--- src/rtl/seq_gen_tx.sv ---
// rtl/seq_gen_tx.sv - serial pattern transmitter, MSB first, repeated with idle gaps
module seq_gen_tx #(
  parameter int   PAT_W    = 3,
  parameter int   CNT_W    = 8,
  parameter logic IDLE_LVL = 1'b0
) (
  input  logic             clock,
  input  logic             reset,
  input  logic             start_i,
  input  logic [PAT_W-1:0] pat_i,
  input  logic [CNT_W-1:0] rep_i,
  input  logic [CNT_W-1:0] gap_i,
  output logic             seq_o,
  output logic             bit_valid_o,
  output logic             busy_o,
  output logic             done_o
);

  localparam int IDX_W = (PAT_W > 1) ? $clog2(PAT_W) : 1;
  localparam logic [IDX_W-1:0] LAST_IDX = IDX_W'(PAT_W - 1);

  typedef enum logic [1:0] {IDLE, SEND, GAP, DONE} state_t;

  state_t             state_q, state_d;
  logic [PAT_W-1:0]   pat_q, pat_d;
  logic [PAT_W-1:0]   sh_q, sh_d;
  logic [IDX_W-1:0]   bit_cnt_q, bit_cnt_d;
  logic [CNT_W-1:0]   rep_q, rep_d;
  logic [CNT_W-1:0]   gap_q, gap_d;
  logic [CNT_W-1:0]   gap_cnt_q, gap_cnt_d;
  logic               seq_q, seq_d;
  logic               bit_valid_q, bit_valid_d;
  logic               busy_q, busy_d;
  logic               done_q, done_d;

  always_comb begin
    state_d     = state_q;
    pat_d       = pat_q;
    sh_d        = sh_q;
    bit_cnt_d   = bit_cnt_q;
    rep_d       = rep_q;
    gap_d       = gap_q;
    gap_cnt_d   = gap_cnt_q;
    seq_d       = IDLE_LVL;
    bit_valid_d = 1'b0;
    busy_d      = 1'b1;
    done_d      = 1'b0;

    case (state_q)
      IDLE: begin
        busy_d = 1'b0;
        if (start_i) begin
          pat_d  = pat_i;
          rep_d  = rep_i;
          gap_d  = gap_i;
          busy_d = 1'b1;
          if (rep_i != '0) begin
            state_d     = SEND;
            sh_d        = pat_i;
            bit_cnt_d   = LAST_IDX;
            seq_d       = pat_i[PAT_W-1];
            bit_valid_d = 1'b1;
          end else begin
            state_d = DONE;
            done_d  = 1'b1;
          end
        end
      end

      SEND: begin
        if (bit_cnt_q != '0) begin
          sh_d        = sh_q << 1;
          bit_cnt_d   = bit_cnt_q - IDX_W'(1);
          seq_d       = sh_d[PAT_W-1];
          bit_valid_d = 1'b1;
        end else begin
          // Last bit of this repetition is on the line now
          rep_d = rep_q - CNT_W'(1);
          if (rep_q == CNT_W'(1)) begin
            state_d = DONE;
            done_d  = 1'b1;
          end else if (gap_q != '0) begin
            state_d   = GAP;
            gap_cnt_d = gap_q;
          end else begin
            sh_d        = pat_q;
            bit_cnt_d   = LAST_IDX;
            seq_d       = pat_q[PAT_W-1];
            bit_valid_d = 1'b1;
          end
        end
      end

      GAP: begin
        if (gap_cnt_q == CNT_W'(1)) begin
          state_d     = SEND;
          sh_d        = pat_q;
          bit_cnt_d   = LAST_IDX;
          seq_d       = pat_q[PAT_W-1];
          bit_valid_d = 1'b1;
        end else begin
          gap_cnt_d = gap_cnt_q - CNT_W'(1);
        end
      end

      DONE: begin
        state_d = IDLE;
        busy_d  = 1'b0;
      end

      default: begin
        state_d = IDLE;
        busy_d  = 1'b0;
      end
    endcase
  end

  always_ff @(posedge clock) begin
    if (reset) begin
      state_q     <= IDLE;
      pat_q       <= '0;
      sh_q        <= '0;
      bit_cnt_q   <= '0;
      rep_q       <= '0;
      gap_q       <= '0;
      gap_cnt_q   <= '0;
      seq_q       <= IDLE_LVL;
      bit_valid_q <= 1'b0;
      busy_q      <= 1'b0;
      done_q      <= 1'b0;
    end else begin
      state_q     <= state_d;
      pat_q       <= pat_d;
      sh_q        <= sh_d;
      bit_cnt_q   <= bit_cnt_d;
      rep_q       <= rep_d;
      gap_q       <= gap_d;
      gap_cnt_q   <= gap_cnt_d;
      seq_q       <= seq_d;
      bit_valid_q <= bit_valid_d;
      busy_q      <= busy_d;
      done_q      <= done_d;
    end
  end

  assign seq_o       = seq_q;
  assign bit_valid_o = bit_valid_q;
  assign busy_o      = busy_q;
  assign done_o      = done_q;

endmodule

--- config.mk ---
export PLATFORM = sky130hd
export DESIGN_NAME = seq_gen_tx
export DESIGN_NICKNAME = d
export VERILOG_FILES = /design/src/rtl/seq_gen_tx.sv
export SDC_FILE = /design/constraint.sdc
export NUM_CORES = 1
export LEC_CHECK = 0
export ABC_AREA = 0
export CORE_MARGIN = 1.5
export CORE_UTILIZATION = 52
export CTS_CLUSTER_DIAMETER = 150
export CTS_CLUSTER_SIZE = 14
export DETAILED_ROUTE_END_ITERATION = 8
export PLACE_DENSITY = 0.84
export SKIP_LAST_GASP = 1
export SYNTH_ARGS = -nofsm -noshare
export SYNTH_HDL_FRONTEND = slang
export SYNTH_SLANG_ARGS = --single-unit
--- constraint.sdc ---
create_clock -name clock -period 6.3 [get_ports clock]
set_clock_uncertainty 0.2 [all_clocks]
set_input_delay 1.26 -clock clock [delete_from_list [all_inputs] [get_ports clock]]
set_output_delay 1.26 -clock clock [all_outputs]
set_load 0.01 [all_outputs]
Word-level counts from Yosys, hierarchy flattened. Cells that the tools add are included.

Flip-flop bits (word level): 37. Input bits: 22. Output and inout bits: 4.

Add/subtract/negate cells: 3. Equality and inequality tests: 15. Mux-type cells: 50. Reductions and logical operators: 12.

Operators with widths (count): 2-to-1 mux 8 bit (6); 2-to-1 mux 2 bit (18); case mux 8 bit (2 select lines) (2); 2-to-1 mux 1 bit (17); == test 8 x 1 -> 1 bit (second input constant) (2); nonzero test 8 bit (2); subtractor 8 x 1 -> 8 bit (second input constant) (2); inequality test 2 bit (second input constant) (7); case mux 2 bit (3 select lines) (2); inequality test 3 bit (second input constant) (3); case mux 2 bit (4 select lines) (1); case mux 1 bit (3 select lines) (2); AND reduction 6 bit (1); nonzero test 2 bit (3); AND reduction 5 bit (1); == test 2 bit (second input constant) (2); case mux 1 bit (2 select lines) (2); AND reduction 4 bit (1); AND reduction 3 bit (1); nonzero test 3 bit (1); == test 2 x 1 -> 1 bit (second input constant) (1); logical NOT 2 bit (1); AND reduction 2 bit (1); subtractor 2 x 1 -> 2 bit (second input constant) (1).

Logic depth before layout (Yosys ltp). Gate-level depths: netlist of run 1.

Word-level depth: 5. Mapped depth: 9.

Least setup slack after synthesis of run 1. Ideal clock, no wire load.

Path kind: input-to-reg. Start: in rep_i[6]. End: reg bit_cnt_q[1]. Arrival time: 2.294 ns. Data required time: 6.009 ns. Setup slack: 3.715 ns. Cell stages on the path: 5. Path buffers: 0. Cells stage by stage: nor4_1 -> a21oi_1 -> o21bai_1 -> nor2_1 -> a311oi_1.

Cells in the longest elaborated chain, start to end: 3.

Ends and longest elaborated chain: start, declared (line 11) `input logic [CNT_W-1:0] rep_i,`; nonzero test 8 bit (line 57) `if (rep_i != '0) begin`; inequality test 2 bit (no line); AND reduction 6 bit (no line); end signal, assigned (line 135) `bit_cnt_q <= bit_cnt_d;`; end, declared (line 27) `logic [IDX_W-1:0] bit_cnt_q, bit_cnt_d;`.

Every way passes these cells. A chain may end at the register's enable or synchronous reset.

Worst setup path in the final report of run 1.
Start: in start_i. End: reg sh_q[0].

Cells in the longest elaborated chain, start to end: 2.

Ends and longest elaborated chain: start, declared (line 9) `input logic start_i,`; inequality test 2 bit (no line); AND reduction 6 bit (no line); end signal, assigned (line 122) `sh_q <= '0;`; end signal, assigned (line 134) `sh_q <= sh_d;`; end, declared (line 26) `logic [PAT_W-1:0] sh_q, sh_d;`.

Every way passes these cells.

==> key figures, run 1 <==
Synth
  – Number of warning messages in the yosys log: 0
  – Dominant synthesized flop cell: sky130_fd_sc_hd__dfxtp_1
  – Basic-gate share of the synthesized area counting and, or, nand and nor cells: 25.06%
  – Yosys cell types: 50
  – Mean instance size in the synthesized netlist: 7.690 um2
  – FFs w/ async S/R, synth: 0%
  – Count of state elements after synthesis: 37
  – Number of flops mapped to enable cells by yosys: 0
  – Area fraction in compound gates after synthesis: 27.73%
  – Largest family of logic cells by synthesized area: compound AO/OA/AOI/OAI gates
  – Adder and majority cell fraction of the synthesized area: approximately 6.5%
  – Synth Area in XOR/XNOR: 0%
  – Net Count, Synth: about 310
  – Netlist area before placement: 2107 um2
  – Post-Syn Instances: about 270
  – Sequential cell area fraction in the yosys report: 35.15%
  – Multiplexer area fraction after synthesis: 0.4751%

Cells and area
  – Layout cells sized above 1: 5.763%
  – Commonest cells after routing, fill and taps aside: 37 x sky130_fd_sc_hd__dfxtp_1, 36 x sky130_fd_sc_hd__nand2_1, 34 x sky130_fd_sc_hd__a21oi_1
  – Most common cell after layout, fill and taps aside: sky130_fd_sc_hd__dfxtp_1
  – Antenna cell count: 0
  – Count of non-filler cells in the finished layout: approximately 340
  – Area overhead of the layout relative to synthesis: 17.99%
  – Number of nets in the final layout: 327
  – Core Util, Final: 65.93%

Setup path
  – Ordered list of cells on the worst path: clkdlybuf4s50_1 > nand2_1 > a21oi_1 > a2bb2oi_1 > a21oi_1 > a311oi_1
  – Reg2Reg Launch Point: state_q[1]$_SDFFE_PP0P_
  – Worst path slowest cell: sky130_fd_sc_hd__clkdlybuf4s50_1
  – Setup Crit Path Kind: input port to register
  – CP Data Required Time: around 6300 ps
  – Crit-path most repeated cell: sky130_fd_sc_hd__a21oi_1
  – Arrival time at the worst endpoint: 3200 ps
  – Nature of the critical path startpoint: input port
  – Worst setup startpoint: start_i
  – Worst R2R Path Depth: 5
  – Delay of the slowest cell on the worst path: ~500 ps
  – Reg-to-reg slack, setup: 3490 ps
  – Critical path endpoint category: register
  – Highest fanout seen on the critical path: 14
  – End of the worst register-to-register path: gap_cnt_q[0]$_SDFFE_PP0P_

Route
  – Count of routing violations after the opening detailed-route iteration: 151
  – Post-route DRC: 0
  – Via density per instance: 5.997
  – Iteration count of the initial detailed-routing pass: 5
  – Total vias in the final route: 2057
  – Number of nets with antenna violations after routing: 0
  – Routed wire length per instance: ~14 um
  – Total wire length: around 4.8 mm

Power
  – Power density over cell area: 467.3 nW/um2
  – Portion of total power attributed to sequential cells: 31.2%
  – Switching fraction of total power: 44.02%
  – Leakage power total: between 0.0009 and 0.001 uW
  – Net switching power: 511.4 uW
  – Clock network fraction of total power: between 15 and 20%
  – Part of the total power dissipated in combinational logic: slightly above 50%
  – Peak supply drop: ~0.2 mV
  – Cell-internal power: 650.4 uW

Timing
  – Least-Margin Pin Slew: 587.7 ps
  – Final total negative setup slack: 0 ps
  – Final hold violation count: 0
  – Setup repair after global routing missed its margin: no
  – Portion of the clock cycle consumed by the worst path in the final layout: 50.66%
  – Final worst hold slack: 260.4 ps
  – # setup viols final: 0
  – Slew margin rel.: 60.46%
  – Achievable clock frequency: 313.3 MHz
  – Final critical path time including I/O delays and setup: around 3200 ps
  – Number of pins with negative max-slew slack in the final report: 0

GRT
  – Via count of the first global-routing pass: approximately 1800
  – Maximum number of pins on one net before global-route repair: 38
  – Overflow left after global routing: 0
  – Antenna violations before repair: 0
  – First-pass GRT wire length: 8.259 mm
  – GR Util All Layers: 24.13%

Floorplanning
  – Initial Util: 55.87%
  – Ports: 26
  – Die area: around 4400 um2
  – Overall die height: 66.66 um
  – Die outline width: about 67 um
  – Row Count: 22
  – Standard cell core area: 3771 um2

Worst hold path
  – Class of the most critical hold timing path: register to register
  – Hold depth: 2
  – Startpoint of the most critical hold path: pat_q[0]$_SDFFE_PP0P_
  – Destination of the worst hold path: pat_q[0]$_SDFFE_PP0P_

Clock network
  – Clock root buffer: sky130_fd_sc_hd__clkbuf_8
  – Total CTS buffers: 5
  – Hold-fix buffers, CTS: 0
  – Bufs on Longest Clock Path: 2
  – Clock sink count: 37
  – TritonCTS clock tree: yes
  – Later-pin clock latency in the skew report: 290 ps
  – Clock slew at reported path FFs: 80 ps
  – Buffers inserted by post-CTS timing repair: 0
  – Count of cells resized by post-cts repair: 0
  – Number of H-tree levels: 2

Flow run
  – Max-capacitance violation count: 0

Placed design
  – Total of buffers placed on input and output ports: 25
  – Final GP Congestion: roughly 0.88
  – Instance count after placement with tap cells included: around 340
  – Dpl hpwl: around 3.4 mm

Status
  – Status: finished, final reports clean
-- metrics by stage --
| stage | cell area, um2 | setup slack, ps | power (uW) |
|---|---|---|---|
| finish | 2486 | 3108 | 1162 |
| detailed placement | 2371 | 2886 | 948.1 |
| global route | 2486 | 2980 | 1265 |
| floorplan | 2107 | 3715 | 822.8 |
| global placement | 2371 | 2984 | 934.4 |
| CTS | 2486 | 3152 | 1157 |
-- routing by layer --
layer,up-vias,share of wire [%],GRT usage [%]
met4,0,1.5,9.184
met1,924,47,33.02
met5,-,0,0
met2,89,45,36.88
li1,1037,-,-
met3,7,6.5,5.405
-- worst max-delay path by stage --
stage / endpoint / depth (start not counted)
after floorplan: bit_cnt_q[1]$_SDFFE_PP0P_ / 5
after detailed placement: sh_q[0]$_SDFFE_PP0P_ / 6
after global routing: bit_cnt_q[1]$_SDFFE_PP0P_ / 6
after global placement: sh_q[0]$_SDFFE_PP0P_ / 6
after CTS: sh_q[0]$_SDFFE_PP0P_ / 6
final: sh_q[0]$_SDFFE_PP0P_ / 6
-- critical path, delay by kind of cell --
kind / cells / cell delay, ps
buf+inv: 1 / 500
simple gates: 1 / 310
compound gates: 4 / 1120
-- state kept, by name, summed over array words and instances (netlist names) --
register and flops:
seq_o 1, state_q 2, busy_o 1, sh_q 2, bit_cnt_q 2, gap_q 8
rep_q 8, pat_q 3, gap_cnt_q 8, done_o 1, bit_valid_o 1
-- cell families (layout without fill, tap and decap cells) --
group           after synthesis  in the layout
mux                           1              1
fa+ha+maj                    11             11
compound gates               93             93
flops                        37             37
buf+inv                      26             47
simple gates                106            106
-- final cells by class --
cell class / instances / area (um2)
timing repair buffer: 27 / 265.3
fill: 330 / 1285
tap: 48 / 60.06
clock buffer: 5 / 68.82
inverter: 12 / 45.04
clock inverter: 3 / 46.29
sequential: 37 / 740.7
multi-input combinational: 211 / 1260
-- power groups by stage --
stage	Combinational, uW	Clock [uW]	Sequential (uW)
after floorplan	471	0	352
after global placement	570	0	364
after detailed placement	582	0	366
after CTS	584	212	361
after global routing	670	222	373
final	591	208	363
-- synthesized netlist by cell type, drive strengths merged, types with 2 or more instances --
master   count  area share, %
nor2b        6            1.8
o31ai        8            2.9
nand4        2           0.59
or4          2           0.71
or2          2           0.59
a22oi        3            1.1
o21ai       15            3.6
inv         11            2.0
a311oi       3            1.2
a211oi       6            2.1
a21oi       34            8.1
nor4         6            2.1
nand2       36            6.4
dfxtp       37             35
o311ai       2           0.83
ha          11            6.5
nor2        24            4.4
a21o         2           0.71
nor3         9            2.4
and2         2           0.59
a2bb2oi      2           0.83
o211ai       3            1.1
a31oi        6            1.8
clkbuf      10            1.8
nand2b       2           0.59
buf          4            1.1
or3          3           0.89
o22ai        2           0.59
nand3        6            1.4
(Power assumes the default switching activity.)
==> run 2: changes to the inputs <==
--- a/config.mk
+++ b/config.mk
@@ -7,11 +7,11 @@
 export LEC_CHECK = 0
 export ABC_AREA = 0
 export CORE_MARGIN = 1.5
-export CORE_UTILIZATION = 52
+export CORE_UTILIZATION = 50
 export CTS_CLUSTER_DIAMETER = 150
 export CTS_CLUSTER_SIZE = 14
 export DETAILED_ROUTE_END_ITERATION = 8
-export PLACE_DENSITY = 0.84
+export PLACE_DENSITY = 0.85
 export SKIP_LAST_GASP = 1
 export SYNTH_ARGS = -nofsm -noshare
 export SYNTH_HDL_FRONTEND = slang
==> constraint.sdc (replaced) <==
create_clock -name clock -period 2.83 [get_ports clock]
set_clock_uncertainty 0.2 [all_clocks]
set_input_delay 0.566 -clock clock [delete_from_list [all_inputs] [get_ports clock]]
set_output_delay 0.566 -clock clock [all_outputs]
set_load 0.01 [all_outputs]
==> run 2 against run 1 <==
Compared with the run above: combinational power increased by 130%; non-clock buffer count rose by 3; via count is 1.1% higher; worst hold slack improved by 1.2 ps; critical path depth unchanged; clock power is 130% higher; utilization fell by 3.5 points; die area is 3.8% higher.
==> key figures, run 2 (same netlist as run 1, synthesis figures left out) <==
Clock network
  – Bufs on Longest Clock Path: 2
  – Later-pin clock latency in the skew report: about 300 ps
  – Buffers inserted by post-CTS timing repair: 0
  – Total CTS buffers: 5
  – Clock sink count: 37
  – TritonCTS clock tree: yes
  – Number of H-tree levels: 2
  – Count of cells resized by post-cts repair: 0
  – Clock root buffer: sky130_fd_sc_hd__clkbuf_8
  – Hold-fix buffers, CTS: 0
  – Clock slew at reported path FFs: 70 ps

Timing
  – Portion of the clock cycle consumed by the worst path in the final layout: around 85%
  – Least-Margin Pin Slew: 472.0 ps
  – Final critical path time including I/O delays and setup: 2413 ps
  – Slew margin rel.: 68.24%
  – Setup repair after global routing missed its margin: no
  – Achievable clock frequency: 414.4 MHz
  – Final worst hold slack: 261.6 ps
  – Final total negative setup slack: 0 ps
  – Final hold violation count: 0
  – Number of pins with negative max-slew slack in the final report: 0
  – # setup viols final: 0
  – Final setup slack of the worst path: 417.0 ps

Route
  – Total vias in the final route: 2080
  – Post-route DRC: 0
  – Total wire length: 5.333 mm
  – Number of nets with antenna violations after routing: 0
  – Count of routing violations after the opening detailed-route iteration: 145
  – Via density per instance: 5.977
  – Iteration count of the initial detailed-routing pass: 5
  – Routed wire length per instance: 15.32 um

Setup path
  – Nature of the critical path startpoint: register
  – Arrival time at the worst endpoint: 2400 ps
  – Highest fanout seen on the critical path: 26
  – Reg2Reg Launch Point: state_q[1]$_SDFFE_PP0P_
  – End of the worst register-to-register path: gap_cnt_q[0]$_SDFFE_PP0P_
  – Worst setup startpoint: state_q[1]$_SDFFE_PP0P_
  – Critical path endpoint category: register
  – CP Data Required Time: around 2800 ps
  – Worst R2R Path Depth: 6
  – Capture point of the worst path: gap_cnt_q[0]$_SDFFE_PP0P_
  – Setup Crit Path Kind: register to register
  – Reg-to-reg slack, setup: ~420 ps

Floorplanning
  – Row Count: 23
  – Standard cell core area: slightly above 4000 um2
  – Die area: 4612 um2
  – Ports: 26
  – Die outline width: 67.92 um
  – Initial Util: 52.30%
  – Overall die height: 67.92 um

Cells and area
  – Antenna cell count: 0
  – # fillers: around 350
  – Commonest cells after routing, fill and taps aside: 37 x sky130_fd_sc_hd__dfxtp_1, 36 x sky130_fd_sc_hd__nand2_1, 34 x sky130_fd_sc_hd__a21oi_1
  – Layout cells sized above 1: 6.711%
  – Most common cell after layout, fill and taps aside: sky130_fd_sc_hd__dfxtp_1
  – Number of nets in the final layout: 330
  – Largest registers: gap_cnt_q: 8 flops, gap_q: 8 flops, rep_q: 8 flops
  – Area overhead of the layout relative to synthesis: 19.42%

Flow run
  – Max-capacitance violation count: 0

GRT
  – First-pass GRT wire length: 8.583 mm
  – Via count of the first global-routing pass: ~1900
  – Maximum number of pins on one net before global-route repair: 37
  – Antenna violations before repair: 0
  – GR Util All Layers: 24.53%
  – Overflow left after global routing: 0

Power
  – Power density over cell area: 1062 nW/um2
  – Leakage power total: approximately 0.00092 uW
  – Peak supply drop: 0.6279 mV

Placed design
  – Total of buffers placed on input and output ports: 25
  – Worst slack at placement: 259.5 ps
  – Final GP Congestion: 0.8263
  – Dpl hpwl: 3.723 mm

Status
  – Status: finished, final reports clean

Worst hold path
  – Class of the most critical hold timing path: register to register
run 2: cell types whose count changed in the layout (fill, tap and decap cells not counted), sizes merged:
| cell | previous run | this run |
|---|---|---|
| clkbuf | 5 | 6 |
| clkinv | 2 | 1 |
| buf | 2 | 5 |
run 2: worst max-delay path, stage by stage, from the launching register on:
cell,delay [ps]
sky130_fd_sc_hd__dfxtp_1,440
sky130_fd_sc_hd__inv_1,100
sky130_fd_sc_hd__ha_1,280
sky130_fd_sc_hd__buf_4,250
sky130_fd_sc_hd__o32a_1,330
sky130_fd_sc_hd__nand2b_1,330
sky130_fd_sc_hd__o311a_1,380
run 2: layer usage:
metal	wire [um]	global-route usage, %	vias to the layer above
li1	-	-	1047
met1	2397	32.42	943
met2	2524	38.73	79
met3	320	5.757	11
met4	91	9.500	0
met5	0	0	-
run 2: final cells by class:
class / count / area, um2 / area share, %
repair buffers: 30 / 287.8 / 11.44
inverters: 12 / 45.04 / 1.790
flip-flops and latches: 37 / 740.7 / 29.44
multi-input cells: 211 / 1260 / 50.07
well taps: 50 / 62.56 / 2.486
clock inverters: 2 / 37.54 / 1.492
clock buffers: 6 / 82.58 / 3.282
run 2: power breakdown:
group / switching [uW] / internal, uW / leakage (uW) / total [uW]
sequential: 148 / 667 / 0.000303 / 815
clock: 200 / 287 / 0.0000574 / 487
combinational: 831 / 540 / 0.000558 / 1370
total: 1180 / 1490 / 0.000919 / 2670
run 2: stage by stage:
stage | cell area, um2 | utilization [%] | std cells | power (uW)
final | 2516 | 62.45 | 348 | 2673
after global routing | 2516 | 62.45 | 348 | 2874
after CTS | 2516 | 62.45 | 348 | 2649
after detailed placement | 2396 | 59.47 | 340 | 2151
after global placement | 2396 | 59.47 | 340 | 2113
after floorplan | 2107 | - | 274 | 1832
run 2: worst min-delay path by stage:
stage	from	endpoint	slack [ps]	cells after the start
floorplan	pat_q[1]$_SDFFE_PP0P_	pat_q[1]$_SDFFE_PP0P_	240	2
global route	pat_q[2]$_SDFFE_PP0P_	pat_q[2]$_SDFFE_PP0P_	290	2
finish	pat_q[0]$_SDFFE_PP0P_	pat_q[0]$_SDFFE_PP0P_	260	2
detailed placement	pat_q[1]$_SDFFE_PP0P_	pat_q[1]$_SDFFE_PP0P_	250	2
CTS	pat_q[1]$_SDFFE_PP0P_	pat_q[1]$_SDFFE_PP0P_	260	2
global placement	pat_q[1]$_SDFFE_PP0P_	pat_q[1]$_SDFFE_PP0P_	240	2
